<file path="config.mk">
export PLATFORM = sky130hd
export DESIGN_NAME = timer_ctrl
export DESIGN_NICKNAME = d
export VERILOG_FILES = /design/src/rtl/timer_ctrl.sv
export SDC_FILE = /design/constraint.sdc
export NUM_CORES = 1
export LEC_CHECK = 0
export CAP_MARGIN = 20
export CORE_MARGIN = 2
export CORE_UTILIZATION = 63
export DETAILED_ROUTE_END_ITERATION = 8
export GPL_TIMING_DRIVEN = 0
export PLACE_DENSITY = 0.86
export SETUP_SLACK_MARGIN = 0.02
export SYNTH_ARGS = -nofsm -noshare
export SYNTH_HDL_FRONTEND = slang
export SYNTH_SLANG_ARGS = --single-unit
</file>
<file path="constraint.sdc">
create_clock -name clk -period 8.6 [get_ports clk]
set_clock_uncertainty 0.2 [all_clocks]
set_input_delay 1.72 -clock clk [delete_from_list [all_inputs] [get_ports clk]]
set_output_delay 1.72 -clock clk [all_outputs]
set_load 0.02 [all_outputs]
</file>
<file path="src/rtl/timer_ctrl.sv">
// rtl/timer_ctrl.sv - 64-bit timer with prescaler, compare flag and debug halt.
module timer_ctrl (
    input  logic        clk,
    input  logic        rst,
    input  logic        wr_en,
    input  logic        rd_en,
    input  logic [11:0] addr,
    input  logic [31:0] wr_data,
    input  logic        halt_req,
    output logic [31:0] rd_data,
    output logic        cmp,
    output logic        int_en,
    output logic        cnt_en,
    output logic        halt_ack
);

    typedef enum logic [1:0] {
        ST_IDLE = 2'd0,
        ST_RUN  = 2'd1,
        ST_HALT = 2'd2
    } state_t;

    localparam logic [11:0] A_TCR   = 12'h000;
    localparam logic [11:0] A_TDR0  = 12'h004;
    localparam logic [11:0] A_TDR1  = 12'h008;
    localparam logic [11:0] A_TCMR0 = 12'h00C;
    localparam logic [11:0] A_TCMR1 = 12'h010;
    localparam logic [11:0] A_TIER  = 12'h014;
    localparam logic [11:0] A_THCSR = 12'h01C;

    state_t      state_q, state_d;
    logic        timer_en_q;
    logic        div_en_q;
    logic [3:0]  div_val_q;
    logic [63:0] cnt_q, cnt_d;
    logic [7:0]  div_cnt_q, div_cnt_d;
    logic [63:0] cmp_val_q;
    logic        int_en_q;
    logic        halt_en_q;

    logic        wr_tcr, wr_tdr0, wr_tdr1, wr_tcmr0, wr_tcmr1, wr_tier, wr_thcsr;
    logic        tcr_ok;
    logic        clear;
    logic        run;
    logic        tick;
    logic [7:0]  div_lim;

    assign wr_tcr   = wr_en && (addr == A_TCR);
    assign wr_tdr0  = wr_en && (addr == A_TDR0);
    assign wr_tdr1  = wr_en && (addr == A_TDR1);
    assign wr_tcmr0 = wr_en && (addr == A_TCMR0);
    assign wr_tcmr1 = wr_en && (addr == A_TCMR1);
    assign wr_tier  = wr_en && (addr == A_TIER);
    assign wr_thcsr = wr_en && (addr == A_THCSR);
    assign tcr_ok   = (wr_data[11:8] <= 4'd8);

    // div_val is capped at 8, so the terminal count always fits in 8 bits.
    assign div_lim = 8'((9'd1 << div_val_q) - 9'd1);
    assign run     = (state_q == ST_RUN) && timer_en_q;
    assign tick    = run && (!div_en_q || (div_cnt_q == div_lim));

    always_comb begin
        state_d = state_q;
        clear   = 1'b0;
        case (state_q)
            ST_IDLE: begin
                if (timer_en_q) state_d = ST_RUN;
            end
            ST_RUN: begin
                if (!timer_en_q) begin
                    state_d = ST_IDLE;
                    clear   = 1'b1;
                end else if (halt_req && halt_en_q) begin
                    state_d = ST_HALT;
                end
            end
            ST_HALT: begin
                if (!timer_en_q) begin
                    state_d = ST_IDLE;
                    clear   = 1'b1;
                end else if (!(halt_req && halt_en_q)) begin
                    state_d = ST_RUN;
                end
            end
            default: state_d = ST_IDLE;
        endcase
    end

    // Software loads of either counter half pre-empt that cycle's increment.
    always_comb begin
        cnt_d     = cnt_q;
        div_cnt_d = div_cnt_q;
        if (clear) begin
            cnt_d     = 64'd0;
            div_cnt_d = 8'd0;
        end else begin
            if (run && div_en_q) div_cnt_d = tick ? 8'd0 : div_cnt_q + 8'd1;
            if (wr_tdr0)      cnt_d = {cnt_q[63:32], wr_data};
            else if (wr_tdr1) cnt_d = {wr_data, cnt_q[31:0]};
            else if (tick)    cnt_d = cnt_q + 64'd1;
        end
    end

    always_ff @(posedge clk) begin
        if (rst) begin
            state_q    <= ST_IDLE;
            timer_en_q <= 1'b0;
            div_en_q   <= 1'b0;
            div_val_q  <= 4'd0;
            cnt_q      <= 64'd0;
            div_cnt_q  <= 8'd0;
            cmp_val_q  <= {64{1'b1}};
            int_en_q   <= 1'b0;
            halt_en_q  <= 1'b0;
        end else begin
            state_q   <= state_d;
            cnt_q     <= cnt_d;
            div_cnt_q <= div_cnt_d;
            if (wr_tcr && tcr_ok) begin
                timer_en_q <= wr_data[0];
                if (!timer_en_q) begin
                    div_en_q  <= wr_data[1];
                    div_val_q <= wr_data[11:8];
                end
            end
            if (wr_tcmr0) cmp_val_q[31:0]  <= wr_data;
            if (wr_tcmr1) cmp_val_q[63:32] <= wr_data;
            if (wr_tier)  int_en_q  <= wr_data[0];
            if (wr_thcsr) halt_en_q <= wr_data[0];
        end
    end

    assign cmp      = (cnt_q == cmp_val_q);
    assign int_en   = int_en_q;
    assign cnt_en   = tick && !(wr_tdr0 || wr_tdr1);
    assign halt_ack = (state_q == ST_HALT);

    always_comb begin
        rd_data = 32'd0;
        if (rd_en) begin
            case (addr)
                A_TCR:   rd_data = {20'd0, div_val_q, 6'd0, div_en_q, timer_en_q};
                A_TDR0:  rd_data = cnt_q[31:0];
                A_TDR1:  rd_data = cnt_q[63:32];
                A_TCMR0: rd_data = cmp_val_q[31:0];
                A_TCMR1: rd_data = cmp_val_q[63:32];
                A_TIER:  rd_data = {31'd0, int_en_q};
                A_THCSR: rd_data = {30'd0, halt_ack, halt_en_q};
                default: rd_data = 32'd0;
            endcase
        end
    end

endmodule

</file>
# After elaboration in Yosys (flattened, before gate mapping)
# Cells that the tools add are included.
# totals
reg_bits	146
output_inout_bits	36
elab_cells	73
# op_classes
n_addsub	3
order_cmp	1
n_eq_ne	14
shifts	1
mux	14
bitwise	2
n_reduce_logical	27
# ops
op	n
$pmux 32 s7	1
$mux 64	2
$add 64x1->64 const B	1
$eq 64x64->1	1
$mux 32	2
$eq 12x5->1 const B	3
$eq 12x4->1 const B	2
$logic_and 1x1->1	13
$eq 12x3->1 const B	1
$logic_not 12->1	1
$mux 2	5
$add 8x1->8 const B	1
$eq 8x8->1	1
$mux 8	1
$shl 1x4->8 const A	1
$sub 8x1->8 const B	1
$pmux 2 s3	1
$reduce_and 2->1	3
$le 4x4->1 const B	1
$ne 2x2->1 const B	2
$reduce_bool 2->1	2
$reduce_or 2->1	2
$ne 3x2->1 const B	1
$ne 3x3->1 const B	1
other kinds (8)	12

# Longest topological paths before layout
# Gate-level depths: netlist of run 1.
# logic_depth
depth_word	8
ltp_mapped	12
depth_no_buf	9

# Worst setup path before layout of run 1
# Ideal clock, no wire load.
# synth_timing
path_type	input port to output port
start	in addr[7]
end	out rd_data[12]
arrival_time_ps	3927
slack_ps	2753
stages	10
path_buffers	4
path_cell_list	nor4_1 > and3_1 > clkbuf_1 > nand2_1 > nor3_1 > clkbuf_1 > clkbuf_1 > clkbuf_1 > a22oi_1 > a21oi_1
# synth_between
elab_chain_len	3
word_cells_on_any_way	9
cone_classes	6 x eq/ne; 2 x mux; 1 x reduce/logical
# synth_rtl
element	line_no	text
start, declared	7	input logic [11:0] addr,
$eq 12x5->1, or another cell as far along	141	case (addr)
$pmux 32 s7 (*)	141	
$mux 32 (*)	140	if (rd_en) begin
end, declared	10	output logic [31:0] rd_data,
# Mark *: on every way between the ends. The rest lies on a longest branch, timed or not.

# Final worst setup path of run 1
# layout_timing
start	in addr[7]
end	out cnt_en
# layout_between
elab_chain_len	5
word_cells_on_any_way	7
cone_classes	2 x eq/ne; 5 x reduce/logical
# layout_rtl
element	line_no	text
$eq 12x3->1 or $eq 12x4->1 (tied branches)	49, 50	
$logic_and 1x1->1, on equally long branches	49, 50	
$logic_or 1x1->1 (*)	135	assign cnt_en = tick && !(wr_tdr0 || wr_tdr1);
$logic_not 1->1 (*)	135	
$logic_and 1x1->1 (*)	135	
end, declared	13	output logic cnt_en,
# Marks and branches as above.

==> results of run 1 <==
## logic make-up after synthesis
group                    synth area share (%)
adder cells (fa/ha/maj)                 0.926
XOR/XNOR                                 9.53
multiplexers                            0.886
AO/OA/AOI/OAI                            26.9
flip-flops                               30.9
AND/OR/NAND/NOR                          25.5
buffers and inverters                    5.34
## worst max-delay path, cell delays in order
cell             delay [ns]
clkdlybuf4s50_1        0.42
nor4_1                 0.44
and3_1                 0.23
clkbuf_1               0.27
and2_1                 0.17
clkbuf_1               0.46
buf_1                  0.76
clkbuf_1               0.57
nor4_1                 0.18
clkdlybuf4s50_1        0.59
## layout make-up
| cell class | instances | area, sq um |
|---|---|---|
| Clock inverter | 9 | 150 |
| Inverter | 13 | 48.8 |
| Tap cell | 184 | 230 |
| Clock buffer | 23 | 498 |
| Multi-Input combinational cell | 880 | 6030 |
| Timing Repair Buffer | 86 | 866 |
| Sequential cell | 146 | 2920 |
| Buffer | 113 | 457 |
| Fill cell | 1096 | 3380 |
## synth_stat cells (all sizes together), types with 13 or more instances
cell      n
a22oi    55
nand3    40
a21oi    93
nor2b    34
buf      21
xnor2    31
nor4     50
nor2     39
xor2     72
clkbuf   92
nand2    70
dfxtp   146
nor3     16
a211o    65
and3     54
a211oi   15
a31oi    26
nand4    30
inv      13
o21ai    78
## layer usage
metal	vias up	share of wire, %
li1	4550	-
met1	4883	38
met2	832	42
met3	179	15
met4	0	5.3
met5	-	0
## flip-flops by register name, summed over array words and instances (netlist names)
name        count
state_q         2
cnt_q          64
timer_en_q      1
int_en          1
div_cnt_q       8
cmp_val_q      64
div_en_q        1
div_val_q       4
halt_en_q       1
## stage by stage
stage                     hold slack [ns]  instances
final                               0.308       1454
after global routing                0.326       1454
after CTS                           0.308       1454
after detailed placement            0.295       1422
after global placement              0.283       1419
after floorplan                     0.265       1152
## report_power, final
part / switching, uW / leakage [uW] / total, uW / internal [uW]
registers: 0.131 / 0.00118 / 676 / 676
clock network: 300 / 0.000315 / 823 / 523
logic: 46.3 / 0.00192 / 72.6 / 26.3
total: 347 / 0.00341 / 1570 / 1230
## worst min path at each step
stage	startpoint	cells past startpoint	endpoint	slack (ns)
6_report	cmp_val_q[49]	1	cmp_val_q[49]	0.31
4_1_cts	cmp_val_q[49]	1	cmp_val_q[49]	0.31
3_5_place_dp	cmp_val_q[49]	1	cmp_val_q[49]	0.29
2_1_floorplan	state_q[1]	2	state_q[1]	0.26
5_1_grt	state_q[0]	2	state_q[0]	0.33
3_3_place_gp	state_q[0]	2	state_q[0]	0.28
==> qor.txt, run 1 <==
WP data required -> 6.68 ns
Worst R2R Setup Slack -> 4.09 ns
GRT Max-Usage Layer -> met2
Area fraction of the dominant cell type after synthesis -> 30.9%
Power Total -> 1570 uW
Crit path capture type -> output pin
GR Util met3 -> 16.7%
Reg2reg start -> div_val_q[3]
Crit path time final -> 7.74 ns
Hold-fix buffers, CTS -> 0
Yosys warns -> 0
Total vias in the final route -> 10,400
Outcome -> finished clean
Flops & latches, synth -> 146
Max_cap viols -> 0
Max_slew headroom -> 19.5%
Post-synth cell types -> 63
Die area -> 16,000 sq um
Worst slew pin tran -> 1.21 ns
DPL Wire Length -> 27,300 microns
Congestion Overflow GR -> 0
Avg Inst Size Synth -> 8.21 sq um
Design area -> 11,200 sq um
Pre-antenna DRT Iters -> 6
PwrDens -> 140 nW/um^2
Max-slew violations -> 0
VDD IR max -> 145 uV
Final setup violation count -> 0
Hold Violations, Final -> 0
HP Class -> flop to flop
Cells after Synth -> 1,152
Place WS -> 1.09 ns
CTS buffer count -> 17
Initial antenna violation count -> 0
Sink Count -> 146
CTS tree -> yes
Initial DRC count -> 1,640
Diodes inserted -> 0
Layout Utilization -> 76.8%
Vias in the first global route -> 9,690
Synth-to-Final Area Change -> 18.4%
Total GRT Usage -> 45.4%
DIE WIDTH -> 127 microns
# Post-CTS Setup Buffers -> 0
Sequential area share after synthesis -> 30.9%
Fraction of registers with async set or reset after synthesis -> 0%
CTS Buffer Depth -> 2
Most frequent cells in the layout -> dfxtp_1 (146), clkbuf_1 (93), a21oi_1 (93)
Number of synthesized flops with an enable pin -> 0
Core footprint -> 14,600 sq um
Crit path launch -> addr[7]
Reg2Reg Depth -> 10
Setup TNS -> 0 ns
Setup slack after layout -> 0.863 ns
Layout cells sized above 1 -> 6.14%
Post-synthesis cell area -> 9460 sq um
R2R Path End -> cnt_q[29]
Area leader, netlist -> dfxtp_1
Die height -> 127 microns
Type of origin of the critical path -> input port
Largest net degree at the start of global routing -> 17
Final WL -> 37,000 microns
Worst setup path endpoint -> cnt_en
Drt drc -> 0
Post-Place Cell Area -> 10,600 sq um
Vias per cell -> 7.18
Row count -> 44
Leak -> 0.00341 uW
H-tree lvl count -> 4
Post-CTS resize count -> 0
Max Fclk -> 129 MHz
IO Port Bufs -> 83
Critical path arrival -> 5.82 ns
Synthesized Nets -> 1,208
ANT nets after route -> 0
CP Max Fanout -> 10
Nets -> 1,313
Worst setup path category -> input port to output pin
RePlAce Congestion -> 1.02
Clock Latency Late Sink -> 0.43 ns
Fin crit share -> 90.0%
First-pass GRT wire length -> 56,000 microns
Clock transition at the registers of the reported paths -> 0.06 ns
RSZ-0062 raised after global routing -> false
Top cells by area, synth -> dfxtp_1 (31%), xor2_1 (6.7%), a211o_1 (6.0%), a21oi_1 (4.9%), a22oi_1 (4.4%)
CTS root buffer -> clkbuf_16
Wire per inst -> 25.4 microns
IO Pins -> 85
Post-synth top flop -> dfxtp_1
Routing usage on met2 -> 66.4%
Most common cell after layout, fill and taps aside -> dfxtp_1
Grt met1 use -> 59.1%
Initial core utilization -> 64.9%
No activity file was read; power rests on OpenSTA's default activity.
==> run 2: changes to the inputs <==
- SKIP_LAST_GASP: unset -> 1
==> results of run 2 <==
Final layout, timing and power as in run 1 (identical DEF).
